===== src/rtl/rom_loader.sv =====
// rom_loader: packs the HPS ioctl byte stream into 16-bit LE words for the cart-ROM controller.
// Build option ROM_LOADER_CHECKSUM_EN enables the 16-bit additive checksum on rom_sum.
module rom_loader #(
  parameter int         MEM_AW    = 23,
  parameter logic [7:0] ROM_INDEX = 8'h00,
  parameter int         HDR_BYTES = 512
) (
  input  logic              clk_sys,
  input  logic              reset_n,
  input  logic              ioctl_download,
  input  logic [7:0]        ioctl_index,
  input  logic              ioctl_wr,
  input  logic [24:0]       ioctl_addr,
  input  logic [7:0]        ioctl_dout,
  output logic              ioctl_wait,
  output logic              mem_req,
  output logic [MEM_AW-1:0] mem_addr,
  output logic [15:0]       mem_din,
  input  logic              mem_ack,
  output logic [24:0]       rom_size,
  output logic              rom_hdr,
  output logic              rom_ready,
  output logic [15:0]       rom_sum
);

  localparam logic [2:0] ST_IDLE  = 3'd0;
  localparam logic [2:0] ST_LOAD  = 3'd1;
  localparam logic [2:0] ST_WRITE = 3'd2;
  localparam logic [2:0] ST_FLUSH = 3'd3;
  localparam logic [2:0] ST_DONE  = 3'd4;

  logic [2:0]        state_q, state_d;
  logic              active_q;
  logic [7:0]        low_q, low_d;
  logic              low_vld_q, low_vld_d;
  logic [MEM_AW-1:0] low_addr_q, low_addr_d;
  logic [7:0]        skid_data_q, skid_data_d;
  logic [24:0]       skid_addr_q, skid_addr_d;
  logic              skid_vld_q, skid_vld_d;
  logic              ovf_q, ovf_d;
  logic [24:0]       byte_cnt_q, byte_cnt_d;
  logic              req_q, req_d;
  logic              wait_q, wait_d;
  logic [MEM_AW-1:0] addr_q, addr_d;
  logic [15:0]       din_q, din_d;
  logic [24:0]       size_q, size_d;
  logic              hdr_q, hdr_d;
  logic              ready_q, ready_d;

  logic        active_s, start_s, wr_acc_s, src_vld_s;
  logic [24:0] cnt_next_s, src_addr_s;
  logic [7:0]  src_data_s;

  assign active_s   = ioctl_download & (ioctl_index == ROM_INDEX);
  assign start_s    = (state_q == ST_IDLE) & active_s & ~active_q;
  assign wr_acc_s   = active_s & ioctl_wr & ((state_q == ST_LOAD) | (state_q == ST_WRITE));
  assign cnt_next_s = ioctl_addr + 25'd1;

  // A pending skid byte is older than any live byte, so it is consumed first.
  assign src_vld_s  = skid_vld_q | wr_acc_s;
  assign src_data_s = skid_vld_q ? skid_data_q : ioctl_dout;
  assign src_addr_s = skid_vld_q ? skid_addr_q : ioctl_addr;

  always_comb begin
    state_d     = state_q;
    low_d       = low_q;
    low_vld_d   = low_vld_q;
    low_addr_d  = low_addr_q;
    skid_data_d = skid_data_q;
    skid_addr_d = skid_addr_q;
    skid_vld_d  = skid_vld_q;
    ovf_d       = ovf_q;
    req_d       = req_q;
    wait_d      = wait_q;
    addr_d      = addr_q;
    din_d       = din_q;
    size_d      = size_q;
    hdr_d       = hdr_q;
    ready_d     = ready_q;
    byte_cnt_d  = (wr_acc_s && (cnt_next_s > byte_cnt_q)) ? cnt_next_s : byte_cnt_q;
    case (state_q)
      ST_IDLE: begin
        if (start_s) begin
          ready_d    = 1'b0;
          size_d     = 25'd0;
          hdr_d      = 1'b0;
          low_d      = 8'h00;
          low_vld_d  = 1'b0;
          skid_vld_d = 1'b0;
          ovf_d      = 1'b0;
          byte_cnt_d = 25'd0;
          state_d    = ST_LOAD;
        end else begin
          state_d = ST_IDLE;
        end
      end
      ST_LOAD: begin
        // A live byte arriving while the skid byte is consumed takes its place.
        skid_vld_d  = skid_vld_q & wr_acc_s;
        skid_data_d = ioctl_dout;
        skid_addr_d = ioctl_addr;
        if (src_vld_s) begin
          if (src_addr_s[0] == 1'b0) begin
            low_d      = src_data_s;
            low_vld_d  = 1'b1;
            low_addr_d = src_addr_s[MEM_AW:1];
          end else begin
            addr_d    = src_addr_s[MEM_AW:1];
            din_d     = {src_data_s, (low_vld_q ? low_q : 8'hFF)};
            low_vld_d = 1'b0;
            req_d     = 1'b1;
            wait_d    = 1'b1;
            state_d   = ST_WRITE;
          end
        end else if (!active_s) begin
          if (low_vld_q) begin
            addr_d  = low_addr_q;
            din_d   = {8'hFF, low_q};
            req_d   = 1'b1;
            wait_d  = 1'b1;
            state_d = ST_FLUSH;
          end else begin
            state_d = ST_DONE;
          end
        end else begin
          state_d = ST_LOAD;
        end
      end
      ST_WRITE: begin
        if (wr_acc_s) begin
          skid_data_d = ioctl_dout;
          skid_addr_d = ioctl_addr;
          skid_vld_d  = 1'b1;
          ovf_d       = ovf_q | skid_vld_q;
        end else begin
          skid_vld_d = skid_vld_q;
        end
        if (mem_ack) begin
          req_d   = 1'b0;
          wait_d  = 1'b0;
          state_d = ST_LOAD;
        end else begin
          state_d = ST_WRITE;
        end
      end
      ST_FLUSH: begin
        if (mem_ack) begin
          req_d     = 1'b0;
          wait_d    = 1'b0;
          low_vld_d = 1'b0;
          state_d   = ST_DONE;
        end else begin
          state_d = ST_FLUSH;
        end
      end
      ST_DONE: begin
        size_d  = byte_cnt_q;
        hdr_d   = (byte_cnt_q[12:0] == 13'(HDR_BYTES));
        ready_d = 1'b1;
        state_d = ST_IDLE;
      end
      default: begin
        state_d = ST_IDLE;
      end
    endcase
  end

  always_ff @(posedge clk_sys) begin
    if (!reset_n) begin
      state_q     <= ST_IDLE;
      active_q    <= 1'b0;
      low_q       <= 8'h00;
      low_vld_q   <= 1'b0;
      low_addr_q  <= '0;
      skid_data_q <= 8'h00;
      skid_addr_q <= 25'd0;
      skid_vld_q  <= 1'b0;
      ovf_q       <= 1'b0;
      byte_cnt_q  <= 25'd0;
      req_q       <= 1'b0;
      wait_q      <= 1'b0;
      addr_q      <= '0;
      din_q       <= 16'h0000;
      size_q      <= 25'd0;
      hdr_q       <= 1'b0;
      ready_q     <= 1'b0;
    end else begin
      state_q     <= state_d;
      active_q    <= active_s;
      low_q       <= low_d;
      low_vld_q   <= low_vld_d;
      low_addr_q  <= low_addr_d;
      skid_data_q <= skid_data_d;
      skid_addr_q <= skid_addr_d;
      skid_vld_q  <= skid_vld_d;
      ovf_q       <= ovf_d;
      byte_cnt_q  <= byte_cnt_d;
      req_q       <= req_d;
      wait_q      <= wait_d;
      addr_q      <= addr_d;
      din_q       <= din_d;
      size_q      <= size_d;
      hdr_q       <= hdr_d;
      ready_q     <= ready_d;
    end
  end

  assign ioctl_wait = wait_q;
  assign mem_req    = req_q;
  assign mem_addr   = addr_q;
  assign mem_din    = din_q;
  assign rom_size   = size_q;
  assign rom_hdr    = hdr_q;
  assign rom_ready  = ready_q;

`ifdef ROM_LOADER_CHECKSUM_EN
  logic [15:0] sum_q, sum_d;

  assign sum_d = start_s ? 16'h0000 : (wr_acc_s ? (sum_q + {8'h00, ioctl_dout}) : sum_q);

  always_ff @(posedge clk_sys) begin
    if (!reset_n) begin
      sum_q <= 16'h0000;
    end else begin
      sum_q <= sum_d;
    end
  end

  assign rom_sum = sum_q;
`else
  assign rom_sum = 16'h0000;
`endif

endmodule


===== config.mk =====
export PLATFORM = sky130hd
export DESIGN_NAME = rom_loader
export DESIGN_NICKNAME = d
export VERILOG_FILES = /design/src/rtl/rom_loader.sv
export SDC_FILE = /design/constraint.sdc
export NUM_CORES = 1
export LEC_CHECK = 0
export CAP_MARGIN = 20
export CORE_MARGIN = 2
export CORE_UTILIZATION = 40
export DETAILED_ROUTE_END_ITERATION = 6
export MAX_ROUTING_LAYER = met4
export PLACE_DENSITY_LB_ADDON = 0.2
export SLEW_MARGIN = 10
export SYNTH_ARGS = -nofsm -noshare
export SYNTH_HDL_FRONTEND = slang
export SYNTH_SLANG_ARGS = --single-unit

===== constraint.sdc =====
create_clock -name clk_sys -period 5.25 [get_ports clk_sys]
set_clock_uncertainty 0.1 [all_clocks]
set_input_delay 0.525 -clock clk_sys [delete_from_list [all_inputs] [get_ports clk_sys]]
set_output_delay 0.525 -clock clk_sys [all_outputs]
set_load 0.02 [all_outputs]

==> results.txt, run 1 <==
top cell family by delay on the critical path: simple AND/OR/NAND/NOR gates
Die Wd: 144 um
routed len/inst: 16.0 um
min-delay src: rom_ready
synthesized flop and latch total: 161
reg-to-reg slack, setup: 1620 ps
pin count of the biggest net entering global routing: 97
max incr delay on CP: 630 ps
Max-cap violations: 0
FF-to-FF Start: skid_vld_q
initial drt markers: 591
max-slew violations: 0
Routed Antenna Nets: 0
crit path capture type: register
number of setup violations in the final report: 0
first-pass GRT wire length: 31400 um
initial antenna violation count: 0
Cells after Synth: 892
Routability Congestion: 0.890
worst slew pin tran: 1110 ps
top cell type's share of synthesized area: 0.413
layout cells sized above 1: 0.0574
nets@finish: 1034
DRC Markers: 0
Leakage: 3.58 nW
pwr dens: 286 nW/um^2
Top Ports: 130
Worst Path Max Fanout: 23
gr usage total: 0.201
vias in the first global route: 5901
Yosys top cell by area: dfxtp_1
critical path type: in2reg
critical path's slowest cell: clkdlybuf4s50_1
setup TNS: 0 ps
DR pass1 iterations: 5
clk buf depth: 2
post-synthesis sequential area ratio: 0.413
CTS sink count: 161
crit-path cells: clkdlybuf4s50_1 -> nand4_4 -> or4_4 -> or4_4 -> xnor2_2 -> ha_1 -> nand4_1 -> nor4_1 -> nand2_1 -> o21bai_1 -> a21o_2 -> a211oi_1
Worst Hold End: rom_ready
Inserted Clock Buffers: 17
starting density of the core: 0.405
CP startpoint kind: input pin
Netlist cell types: 54
synth warn: 0
final hold violation count: 0
Clock Latency Late Sink: 430 ps
top cells by area, synth: dfxtp_1 (41%), nand2_1 (6.2%), mux2i_1 (4.4%), a211oi_1 (4.2%), o211a_1 (4.2%)
reg2reg path depth: 6
Clock transition at path regs: 60 ps
via count: 6531
GR Overflow Total: 0
status: finished, final reports clean
CP required: 5490 ps
RR Endpoint: mem_din[5]
ant diodes: 0
root buffer cell: clkbuf_16
crit path DAT: 4750 ps
dpl cell area: 8980 um^2
Fin Hold WS: 353 ps
Worst Hold Depth: 1
IO buf count: 113
Routed WL: 19800 um
Syn-to-layout area delta: 23.6%
RSZ-0062 raised after global routing: no
fin crit period: 4510 ps
H-Tree Level Count: 4
Final period util: 0.858
die height: 144 um
crit-path most repeated cell: or4_4
DP Wirelength: 13800 um
synth cell count leaders: dfxtp_1 (161), nand2_1 (128), nand3_1 (56), clkbuf_1 (48), a211oi_1 (44)
CTS resizes: 0
Placement Rows: 51
Buf/Inv on CP: 1
final instance area: 9640 um^2
Max IR drop VDD: 0.218 mV
Post-Syn Area per Cell: 8.74 um^2
DR vias/cell: 5.27
Mapped Area: 7800 um^2
hold buffer count at CTS: 0
Max Freq: 0.222 GHz
asr flop ratio synth: 0
Setup Buffers After CTS: 0
CTS tree: yes
top-count cell post-synth: dfxtp_1
number of synthesized flops with an enable pin: 0
Die ar.: 20600 um^2
Worst Hold Class: reg2reg
Core Util, Final: 0.500
CORE AREA: 19300 um^2
main flop type after synthesis: dfxtp_1
Overall Power: 2.76 mW
Worst slew margin: 0.262
==> worst max-delay path by stage <==
| stage | start | endpoint | slack, ps | depth (start not counted) |
|---|---|---|---|---|
| after CTS | ioctl_addr[8] | byte_cnt_q[10] | 770 | 12 |
| after global placement | ioctl_addr[8] | byte_cnt_q[15] | 450 | 12 |
| after floorplan | ioctl_addr[8] | byte_cnt_q[10] | 1170 | 13 |
| after detailed placement | ioctl_addr[8] | byte_cnt_q[11] | 330 | 12 |
| final | ioctl_addr[9] | byte_cnt_q[10] | 740 | 12 |
| after global routing | ioctl_addr[8] | byte_cnt_q[3] | 470 | 12 |
==> routing by layer <==
metal	wire [um]	share of wire	vias up	track usage
met2	8800	0.44	166	0.290
met1	9870	0.50	3027	0.278
met4	351	0.018	0	0.0774
met3	826	0.042	30	0.0357
met5	0	0	-	-
li1	-	-	3308	-
==> area by class of cell <==
type                            count  area (um^2)
Sequential cell                   161         3220
Inverter                           32          120
Multi-Input combinational cell    625         4090
Timing Repair Buffer              125         1220
Clock inverter                     12          205
Clock buffer                       20          447
Fill cell                        1885         9630
Tap cell                          265          332
==> sequential cells by signal, indices dropped and copies added, names as in the netlist <==
signal and cells:
byte_cnt_q 25, rom_size 25, skid_addr_q 24, low_addr_q 23
mem_addr 23, mem_din 16, low_q 8, skid_data_q 8
state_q 3, active_q 1, ioctl_wait 1, low_vld_q 1
rom_hdr 1, rom_ready 1, skid_vld_q 1
==> cell families after synthesis <==
logic type / Yosys count / share of synthesized area
AO/OA/AOI/OAI: 236 / 0.223
XOR/XNOR: 24 / 0.0279
adder cells (fa/ha/maj): 26 / 0.0417
buffers and inverters: 121 / 0.0724
flip-flops: 161 / 0.413
multiplexers: 34 / 0.0436
other: 1 / 0.000481
AND/OR/NAND/NOR: 289 / 0.178
==> worst register-to-register path: stages (launching register included) <==
cell	delay, ps
dfxtp_2	1060
mux2i_1	320
nor2_1	690
a21o_1	770
buf_4	360
nor2_1	70
nor3b_1	170
==> placed cells by master (no fill, tap or decap), drive strengths merged, types with 8 or more instances in the layout <==
cell type and n:
o211a 33, nand3 56, nor2 26, xor2 8, o211ai 24, conb 16, nand2 128, mux2i 34
nand4 16, clkbuf 20, nor3b 10, buf 13, nor4 10, nor3 16, o21ai 43, clkdlybuf4s50 112
xnor2 16, dfxtp 161, a21oi 20, a21boi 30, a211oi 46, inv 33, a22o 22, ha 26
==> through the flow <==
stage | cells | worst slack, ps
final | 1240 | 745
after floorplan | 907 | 1170
after global placement | 1208 | 453
after global routing | 1240 | 474
after detailed placement | 1208 | 328
after CTS | 1240 | 767
==> power breakdown <==
part | total (mW) | internal [mW] | switching [mW]
registers | 1.22 | 1.22 | 0.000127
logic | 0.163 | 0.0639 | 0.0989
clock network | 1.38 | 0.859 | 0.517
Note: power is estimated with default switching activity, not from simulation.
==> run 2, diff against run 1 <==
Settings changed: CELL_PAD_IN_SITES_DETAIL_PLACEMENT from default to 2, CELL_PAD_IN_SITES_GLOBAL_PLACEMENT from default to 2, CORE_UTILIZATION 40 to 32.
==> results.txt, run 2 (same netlist as run 1, synthesis figures left out) <==
CORE AREA: 24100 um^2
Core Util, Final: 0.402
highest-count cells in the layout ignoring fill and taps: dfxtp_1 (160), nand2_1 (128), clkdlybuf4s50_1 (112)
pin count of the biggest net entering global routing: 87
Routed WL: 25100 um
initial drt markers: 337
DRC Markers: 0
Die ar.: 25600 um^2
Setup Buffers After CTS: 0
routed len/inst: 19.3 um
initial antenna violation count: 0
CTS sink count: 161
final instance area: 9680 um^2
die height: 160 um
RSZ-0062 raised after global routing: no
commonest non-fill, non-tap cell in the layout: dfxtp_1
ant diodes: 0
IO buf count: 113
Inserted Clock Buffers: 17
Worst Path Max Fanout: 23
Syn-to-layout area delta: 24.1%
status: finished, final reports clean
reg-to-reg slack, setup: 2110 ps
Placement Rows: 57
hold buffer count at CTS: 0
worst slew pin tran: 971 ps
H-Tree Level Count: 4
number of setup violations in the final report: 0
Worst Hold Class: reg2reg
CP required: 5480 ps
critical path type: in2reg
gr usage total: 0.203
setup TNS: 0 ps
DP Wirelength: 17600 um
Max-cap violations: 0
Max Freq: 0.206 GHz
area of the multi-input gates: 4080 um^2
layout cells sized above 1: 0.0643
Clock transition at path regs: 70 ps
nets@finish: 1039
starting density of the core: 0.324
root buffer cell: clkbuf_16
via count: 6831
Max IR drop VDD: 0.179 mV
vias in the first global route: 7163
first-pass GRT wire length: 40200 um
Die Wd: 160 um
Leakage: 3.58 nW
Worst slew margin: 0.348
clk buf depth: 2
DR pass1 iterations: 4
fin crit period: 4850 ps
Top Ports: 130
Clock Latency Late Sink: 430 ps
CTS resizes: 0
max-slew violations: 0
DR vias/cell: 5.24
crit path capture type: register
dpl cell area: 9090 um^2
Routability Congestion: 0.844
GR Overflow Total: 0
Final period util: 0.924
final hold violation count: 0
pwr dens: 276 nW/um^2
CTS tree: yes
Reg area: 3220 um^2
Overall Power: 2.67 mW
crit path DAT: 5080 ps
Routed Antenna Nets: 0
CP startpoint kind: input pin
fillers: 2699
## run 2: cell count changes in the layout (fill, tap and decap cells not counted), moves of 2 or more
cell	previous run	this run
bufinv_16	5	1
inv_6	1	7
inv_8	0	2
clkinv_8	0	2
clkinv_4	3	0
buf_4	13	18
clkbuf_1	2	0
## run 2: area by class of cell
| cell class | instances | area share |
|---|---|---|
| multi-input cells | 625 | 0.422 |
| flip-flops and latches | 161 | 0.333 |
| repair buffers | 130 | 0.130 |
| clock buffers | 17 | 0.0439 |
| well taps | 324 | 0.0419 |
| clock inverters | 15 | 0.0172 |
| inverters | 32 | 0.0124 |
## run 2: path summary, 6_finish.rpt
kind,startpoint,endpoint,cells after the start
max,ioctl_addr[8],byte_cnt_q[11],12
min reg2reg,rom_ready,rom_ready,1
min,rom_ready,rom_ready,1
max reg2reg,state_q[0],mem_addr[14],7
## run 2: where the power goes
group	switching [mW]	internal [mW]	leakage (nW)
Combinational	0.107	0.0646	1.99
Sequential	0.000141	1.22	1.30
Clock	0.597	0.678	0.285
## run 2: critical path: stages
cell and delay (ps):
clkdlybuf4s50_1 650, nand4_4 190, or4_4 570, or4_4 510, xnor2_2 160, ha_1 310, nand4_1 200, nor4_1 540
nand2_1 150, o21bai_1 420, a21o_2 490, a211oi_1 350
## run 2: through the flow
step / setup slack [ps] / cells / hold slack (ps)
finish: 401 / 1304 / 358
global route: 168 / 1304 / 382
CTS: 432 / 1304 / 361
detailed placement: 102 / 1272 / 343
global placement: 368 / 1272 / 342
floorplan: 1170 / 907 / 336
## run 2: metal layers
layer  global-route usage  share of wire  vias up
met4               0.0606          0.019        0
li1                     -              -     3314
met1                0.271           0.50     3383
met3               0.0330          0.026       23
met2                0.318           0.46      111
met5                    -              0        -
